`config.mk`:
```
export PLATFORM = sky130hd
export DESIGN_NAME = openram_scan_driver
export DESIGN_NICKNAME = d
export VERILOG_FILES = /design/src/rtl/openram_scan_pkg.sv /design/src/rtl/openram_scan_phase_gen.sv /design/src/rtl/openram_scan_driver.sv
export SDC_FILE = /design/constraint.sdc
export NUM_CORES = 1
export LEC_CHECK = 0
export CAP_MARGIN = 20
export CORE_ASPECT_RATIO = 1.1
export CORE_MARGIN = 5
export CORE_UTILIZATION = 51
export CTS_BUF_LIST = sky130_fd_sc_hd__clkbuf_2
export DETAILED_ROUTE_END_ITERATION = 8
export PLACE_DENSITY = 0.82
export SYNTH_ARGS = -nofsm -noshare
export SYNTH_HDL_FRONTEND = slang
export SYNTH_HIERARCHICAL = 1
export SYNTH_SLANG_ARGS = --single-unit
```
`constraint.sdc`:
```
create_clock -name clk -period 15.11 [get_ports clk]
set_input_delay 4.533 -clock clk [delete_from_list [all_inputs] [get_ports clk]]
set_output_delay 4.533 -clock clk [all_outputs]
set_load 0.02 [all_outputs]
```
`src/rtl/openram_scan_pkg.sv`:
```
// Shared definitions for the OpenRAM testchip scan driver: packet layout,
// header mask, FSM encoding and a packet-builder helper.
package openram_scan_pkg;

  localparam int TOTAL_SIZE   = 112;
  localparam int PACKET_WIDTH = TOTAL_SIZE;

  localparam int SEL_LSB    = 108;
  localparam int ADDR0_LSB  = 92;
  localparam int DIN0_LSB   = 60;
  localparam int CSB0       = 59;
  localparam int WEB0       = 58;
  localparam int WMASK0_LSB = 54;
  localparam int ADDR1_LSB  = 38;
  localparam int DIN1_LSB   = 6;
  localparam int CSB1       = 5;
  localparam int WEB1       = 4;
  localparam int WMASK1_LSB = 0;

  localparam logic [PACKET_WIDTH-1:0] DIN_FIELD =
    {{(PACKET_WIDTH-32){1'b0}}, 32'hFFFF_FFFF};

  // Everything except the two data-in fields, which carry read data on return.
  localparam logic [PACKET_WIDTH-1:0] HEADER_MASK =
    ~((DIN_FIELD << DIN0_LSB) | (DIN_FIELD << DIN1_LSB));

  typedef enum logic [2:0] {
    ST_IDLE,
    ST_SHIFT_IN,
    ST_LOAD,
    ST_SRAM_CLK,
    ST_CAPTURE,
    ST_UNLOAD,
    ST_RESP
  } state_t;

  function automatic logic [PACKET_WIDTH-1:0] pack_cmd(
    input logic [3:0]  sel,
    input logic [15:0] addr0,
    input logic [31:0] din0,
    input logic        csb0,
    input logic        web0,
    input logic [3:0]  wmask0,
    input logic [15:0] addr1,
    input logic [31:0] din1,
    input logic        csb1,
    input logic        web1,
    input logic [3:0]  wmask1
  );
    logic [PACKET_WIDTH-1:0] p;
    p = '0;
    p[SEL_LSB +: 4]     = sel;
    p[ADDR0_LSB +: 16]  = addr0;
    p[DIN0_LSB +: 32]   = din0;
    p[CSB0]             = csb0;
    p[WEB0]             = web0;
    p[WMASK0_LSB +: 4]  = wmask0;
    p[ADDR1_LSB +: 16]  = addr1;
    p[DIN1_LSB +: 32]   = din1;
    p[CSB1]             = csb1;
    p[WEB1]             = web1;
    p[WMASK1_LSB +: 4]  = wmask1;
    return p;
  endfunction

endpackage

```
`src/rtl/openram_scan_phase_gen.sv`:
```
// Bit-slot phase generator: CLK_DIV cycles low, CLK_DIV cycles high, with
// strobes on the last cycle of each phase. Deasserting en restarts it low.
module openram_scan_phase_gen #(
  parameter int CLK_DIV = 1
) (
  input  logic clk,
  input  logic reset,
  input  logic en,
  output logic gpio_clk,
  output logic low_end,
  output logic high_end
);

  if (CLK_DIV < 1) begin : g_bad_div
    $error("openram_scan_phase_gen: CLK_DIV must be >= 1");
  end

  localparam int CW = $clog2(CLK_DIV + 1);
  localparam logic [CW-1:0] LAST = CW'(CLK_DIV - 1);

  logic [CW-1:0] cnt;
  logic          phase;
  logic          wrap;

  // NOTE: sequential state uses non-blocking assignments so every flop
  // samples pre-edge values regardless of process ordering.
  always_ff @(posedge clk) begin
    if (reset || !en) begin
      cnt   <= '0;
      phase <= 1'b0;
    end else if (cnt == LAST) begin
      cnt   <= '0;
      phase <= ~phase;
    end else begin
      cnt <= cnt + CW'(1);
    end
  end

  assign wrap     = en && (cnt == LAST);
  assign low_end  = wrap && !phase;
  assign high_end = wrap && phase;
  assign gpio_clk = phase;

endmodule

```
`src/rtl/openram_scan_driver.sv`:
```
// Scan-chain initiator for the OpenRAM testchip: shift a command in, strobe
// load/SRAM clock/capture, shift the response out. Optional header compare
// under `define OPENRAM_SCAN_DRIVER_CHECK_EN.
module openram_scan_driver
  import openram_scan_pkg::*;
#(
  parameter int CLK_DIV = 1
) (
  input  logic                    clk,
  input  logic                    reset,
  input  logic                    cmd_valid,
  output logic                    cmd_ready,
  input  logic [PACKET_WIDTH-1:0] cmd_data,
  output logic                    rsp_valid,
  input  logic                    rsp_ready,
  output logic [PACKET_WIDTH-1:0] rsp_data,
  output logic                    rsp_mismatch,
  output logic                    busy,
  output logic                    gpio_clk_o,
  output logic                    gpio_in_o,
  output logic                    gpio_scan_o,
  output logic                    gpio_sram_load_o,
  output logic                    sram_clk_o,
  input  logic                    gpio_out_i
);

  localparam int W  = PACKET_WIDTH;
  localparam int CW = $clog2(PACKET_WIDTH + 1);

  state_t          state, state_next;
  logic [W-1:0]    tx_shreg, rx_shreg;
  logic [CW-1:0]   bit_cnt;
  logic            phase_en, phase_clk, low_end, high_end;
  logic            last_bit;

  assign phase_en = state inside {ST_SHIFT_IN, ST_LOAD, ST_SRAM_CLK,
                                  ST_CAPTURE, ST_UNLOAD};
  assign last_bit = high_end && (bit_cnt == CW'(1));

  openram_scan_phase_gen #(.CLK_DIV(CLK_DIV)) u_phase (
    .clk      (clk),
    .reset    (reset),
    .en       (phase_en),
    .gpio_clk (phase_clk),
    .low_end  (low_end),
    .high_end (high_end)
  );

  always_ff @(posedge clk) begin
    if (reset) begin
      state   <= ST_IDLE;
      bit_cnt <= '0;
    end else begin
      state <= state_next;
      case (state)
        ST_IDLE:     if (cmd_valid) bit_cnt <= CW'(PACKET_WIDTH);
        ST_CAPTURE:  if (high_end)  bit_cnt <= CW'(PACKET_WIDTH);
        ST_SHIFT_IN,
        ST_UNLOAD:   if (high_end)  bit_cnt <= bit_cnt - CW'(1);
        default:     ;
      endcase
    end
  end

  // NOTE: the shift registers are pure datapath and are not reset; every
  // output derived from them is gated by state, which is.
  always_ff @(posedge clk) begin
    case (state)
      ST_IDLE:     if (cmd_valid) tx_shreg <= cmd_data;
      ST_SHIFT_IN: if (high_end)  tx_shreg <= tx_shreg << 1;
      ST_UNLOAD:   if (low_end)   rx_shreg <= {rx_shreg[W-2:0], gpio_out_i};
      default:     ;
    endcase
  end

  // NOTE: every output gets a default before the case so no path through
  // this block leaves a signal unassigned (no latches).
  always_comb begin
    state_next       = state;
    cmd_ready        = 1'b0;
    rsp_valid        = 1'b0;
    rsp_data         = '0;
    busy             = 1'b1;
    gpio_clk_o       = 1'b0;
    gpio_in_o        = 1'b0;
    gpio_scan_o      = 1'b0;
    gpio_sram_load_o = 1'b0;
    sram_clk_o       = 1'b0;
    case (state)
      ST_IDLE: begin
        cmd_ready = 1'b1;
        busy      = 1'b0;
        if (cmd_valid) state_next = ST_SHIFT_IN;
      end
      ST_SHIFT_IN: begin
        gpio_scan_o = 1'b1;
        gpio_in_o   = tx_shreg[W-1];
        gpio_clk_o  = phase_clk;
        if (last_bit) state_next = ST_LOAD;
      end
      ST_LOAD: begin
        gpio_sram_load_o = 1'b1;
        gpio_clk_o       = phase_clk;
        if (high_end) state_next = ST_SRAM_CLK;
      end
      ST_SRAM_CLK: begin
        sram_clk_o = !phase_clk;
        if (high_end) state_next = ST_CAPTURE;
      end
      ST_CAPTURE: begin
        gpio_sram_load_o = 1'b1;
        gpio_clk_o       = phase_clk;
        if (high_end) state_next = ST_UNLOAD;
      end
      ST_UNLOAD: begin
        gpio_scan_o = 1'b1;
        gpio_clk_o  = phase_clk;
        if (last_bit) state_next = ST_RESP;
      end
      ST_RESP: begin
        rsp_valid = 1'b1;
        rsp_data  = rx_shreg;
        if (rsp_ready) state_next = ST_IDLE;
      end
      default: state_next = ST_IDLE;
    endcase
  end

`ifdef OPENRAM_SCAN_DRIVER_CHECK_EN
  logic [W-1:0] hdr_copy;

  always_ff @(posedge clk) begin
    if (state == ST_IDLE && cmd_valid) hdr_copy <= cmd_data & HEADER_MASK;
  end

  assign rsp_mismatch = (state == ST_RESP) &&
                        (|((rx_shreg & HEADER_MASK) ^ hdr_copy));
`else
  assign rsp_mismatch = 1'b0;
`endif

endmodule

```
==> metrics.md <==
| Metric | Value |
|---|---|
| Fin Clk Skew | `41.5 ps` |
| Final setup TNS | `0 ps` |
| Place WS | `8010 ps` |
| Via count | `5735` |
| Later-pin clock latency in the skew report | `800 ps` |
| Maximum root-to-sink buffer count | `3` |
| Number of clock sinks | `236` |
| Fmax | `126 MHz` |
| Fin. max-slew vios | `0` |
| RSZ-0062 raised after global routing | `false` |
| Remaining DRCs | `0` |
| Root Driver | `clkbuf_2` |
| Layout cells sized above 1 | `0.246` |
| Die H | `154 µm` |
| CP delay by family, top | `buffers and inverters` |
| Largest family of logic cells by synthesized area | `multiplexers` |
| Layout area overhead | `31.9%` |
| Fin nets | `965` |
| Util after Layout | `0.688` |
| Routed len/inst | `18.6 µm` |
| Most common cell after layout, fill and taps aside | `clkdlybuf4s50_1` |
| Worst EP required | `10580 ps` |
| IO buf count | `236` |
| Synth unique cells | `44` |
| CP Data Arrival Time | `3390 ps` |
| Hold buffers post-CTS | `0` |
| Number of global-route vias before repair | `6062` |
| Mux cell area share after synthesis | `0.134` |
| Total I/O pin count | `238` |
| Worst Reg-to-Reg Cells | `7` |
| Core area | `18500 µm²` |
| Final count of hold timing violations | `0` |
| Number of flops mapped to enable cells by yosys | `224` |
| Count of cells resized by post-cts repair | `0` |
| Critical path capture point type | `primary output` |
| Row count | `52` |
| GP Congestion | `0.809` |
| MaxCap Viol Count | `0` |
| Synth Area in Simple Gates | `0.0992` |
| Crit Path Class | `reg2out` |
| Hold Crit Class | `reg2reg` |
| Syn Area/Cell | `16.8 µm²` |
| Total gr overflow | `0` |
| Synth Register Bits | `236` |
| Routed WL | `21200 µm` |
| Max stage delay on crit path | `750 ps` |
| Pleak | `4.24 nW` |
| Critical path buffer and inverter count | `2` |
| Cell-by-cell trace of the critical path | `nand2_1 > nor2_4 > buf_4 > and2_1 > clkdlybuf4s50_1` |
| DP Wirelength | `14100 µm` |
| RR Endpoint | `tx_shreg[71]$_DFFE_PP_` |
| Synth Area in Compound Gates | `0.0188` |
| Worst Tran Pin Value | `1120 ps` |
| Peak VDD IR | `70.8 µV` |
| Initial antenna violation count | `3` |
| Initial Utilization | `0.522` |
| Power density over the cells | `102 nW/µm²` |
| Status | `complete, no violations` |
| Hold Crit Endpoint | `rx_shreg[25]$_DFFE_PP_` |
| Synth warn | `6` |
| Synth Net Count | `694` |
| DRT iter0 DRCs | `320` |
| R2R setup slack | `11510 ps` |
| Worst setup SP type | `flip-flop` |
| HP Start | `rx_shreg[24]$_DFFE_PP_` |
| Register area share after synthesis | `0.723` |
| Post-route clock period utilization | `0.525` |
| Largest net degree at the start of global routing | `114` |
| Highest-count cells in the layout ignoring fill and taps | `clkdlybuf4s50_1 (236), edfxtp_1 (224), and2_1 (113)` |
| Crit Path Max Fanout | `113` |
| Post-route minimum period | `7930 ps` |
| Drt first pass iters | `5` |
| Worst slew margin | `0.254` |
| Post-Syn Instances | `575` |
| Clock transition at path regs | `110 ps` |
| Post-DRT Antenna Nets | `0` |
| TritonCTS Buffers | `59` |
| Synth Area in Adders | `0.00260` |
| Post-synthesis xor/xnor area fraction | `0.00182` |
| Slowest stage cell, crit path | `dfxtp_1` |
| Vias/cell | `5.05` |
| Die X | `141 µm` |
| Final setup vio count | `0` |
| Final worst slack | `7180 ps` |
| Top_reg_cell synth | `edfxtp_1` |
| DIE AREA | `21700 µm²` |
| H-tree depth | `2` |
| Global-route usage over all layers | `0.189` |
| Post-CTS Setup Repair Bufs | `0` |
| Hold path depth | `0` |
| Worst r2r src | `state[0]$_SDFFE_PP0P_` |
| Global-route wire length before repair | `32400 µm` |
| CTS tree | `yes` |
| Mapped cell area | `9640 µm²` |
| FFs w/ async S/R, synth | `0` |
-- power by group --
| part | internal, mW | leakage (nW) | switching, mW |
|---|---|---|---|
| registers | 0.755 | 1.96 | 0.0121 |
| logic | 0.0746 | 1.88 | 0.0502 |
| clock network | 0.151 | 0.397 | 0.252 |
| total | 0.980 | 4.24 | 0.315 |
-- state kept, by name (all words and copies together), names as in the netlist --
name              flops
rx_shreg            112
tx_shreg            112
bit_cnt               7
state                 3
u_phase/cnt           1
u_phase/gpio_clk      1
-- per-layer routing --
| layer | part of all wire | global-route usage | up-vias | wire (µm) |
|---|---|---|---|---|
| met5 | 0 | 0 | - | 0 |
| met4 | 0.027 | 0.0812 | 0 | 566 |
| met3 | 0.049 | 0.0503 | 38 | 1040 |
| met2 | 0.54 | 0.333 | 172 | 11400 |
| met1 | 0.39 | 0.217 | 2826 | 8170 |
| li1 | - | - | 2699 | - |
-- cell families (layout without fill, tap and decap cells) --
| family | Yosys count | count (layout) |
|---|---|---|
| muxes | 115 | 115 |
| adders and majority gates | 2 | 2 |
| AOI/OAI and AO/OA | 24 | 24 |
| and+or+nand+nor | 156 | 156 |
| buffers and inverters | 38 | 353 |
| DFF | 236 | 236 |
| xor gates and xnor gates | 2 | 2 |
| other | 2 | 5 |
-- worst register-to-register path, cell delays in order, from the launching register on --
cell and delay [ps]:
dfxtp_1 910, nor3_1 210, a21oi_1 240, and3b_2 290, mux2i_1 110, nor3_2 130
buf_4 350, buf_4 920
-- cell usage after synthesis, types with 4 or more instances --
cell type	number	area (µm²)
edfxtp_1	224	6730
and2_1	113	707
mux2_2	111	1250
clkbuf_1	12	45.0
dfxtp_1	12	240
buf_2	10	50.1
nor2_1	9	33.8
buf_4	8	60.1
inv_1	6	22.5
nand2_1	6	22.5
nor2b_1	6	37.5
a21oi_1	5	25.0
o21ai_0	5	25.0
mux2i_1	4	40.0
nand3_1	4	20.0
nor3_1	4	20.0
-- layout make-up --
type,instances,area (µm²)
Tap cell,243,304
Sequential cell,236,6970
Clock buffer,85,425
Multi-Input combinational cell,301,2500
Clock inverter,20,77.6
Inverter,6,22.5
Antenna cell,3,7.51
Fill cell,1283,5770
Timing Repair Buffer,242,2410
-- how the worst max path moves through the flow --
stage                     startpoint                         to  slack (ps)  cells past startpoint
5_1_grt        state[1]$_SDFFE_PP0P_              rsp_data[111]        6870                      5
2_1_floorplan              cmd_valid  tx_shreg[0]$_SDFFCE_PP0P_        2240                      2
3_5_place_dp   state[1]$_SDFFE_PP0P_              rsp_data[111]        8010                      5
3_3_place_gp   state[1]$_SDFFE_PP0P_               rsp_data[10]        8150                      5
4_1_cts        state[1]$_SDFFE_PP0P_              rsp_data[111]        7070                      5
6_report       state[1]$_SDFFE_PP0P_              rsp_data[111]        7180                      5
-- through the flow --
stage               instances  total power, mW  cell area (µm²)  hold WS, ps
global placement         1028            0.900            12200          422
global route             1136             1.36            12700          439
floorplan                 575            0.863             9640          417
finish                   1136             1.30            12700          438
detailed placement       1028            0.907            12200          425
CTS                      1133             1.32            12700          438
No activity file was read; power rests on OpenSTA's default activity.
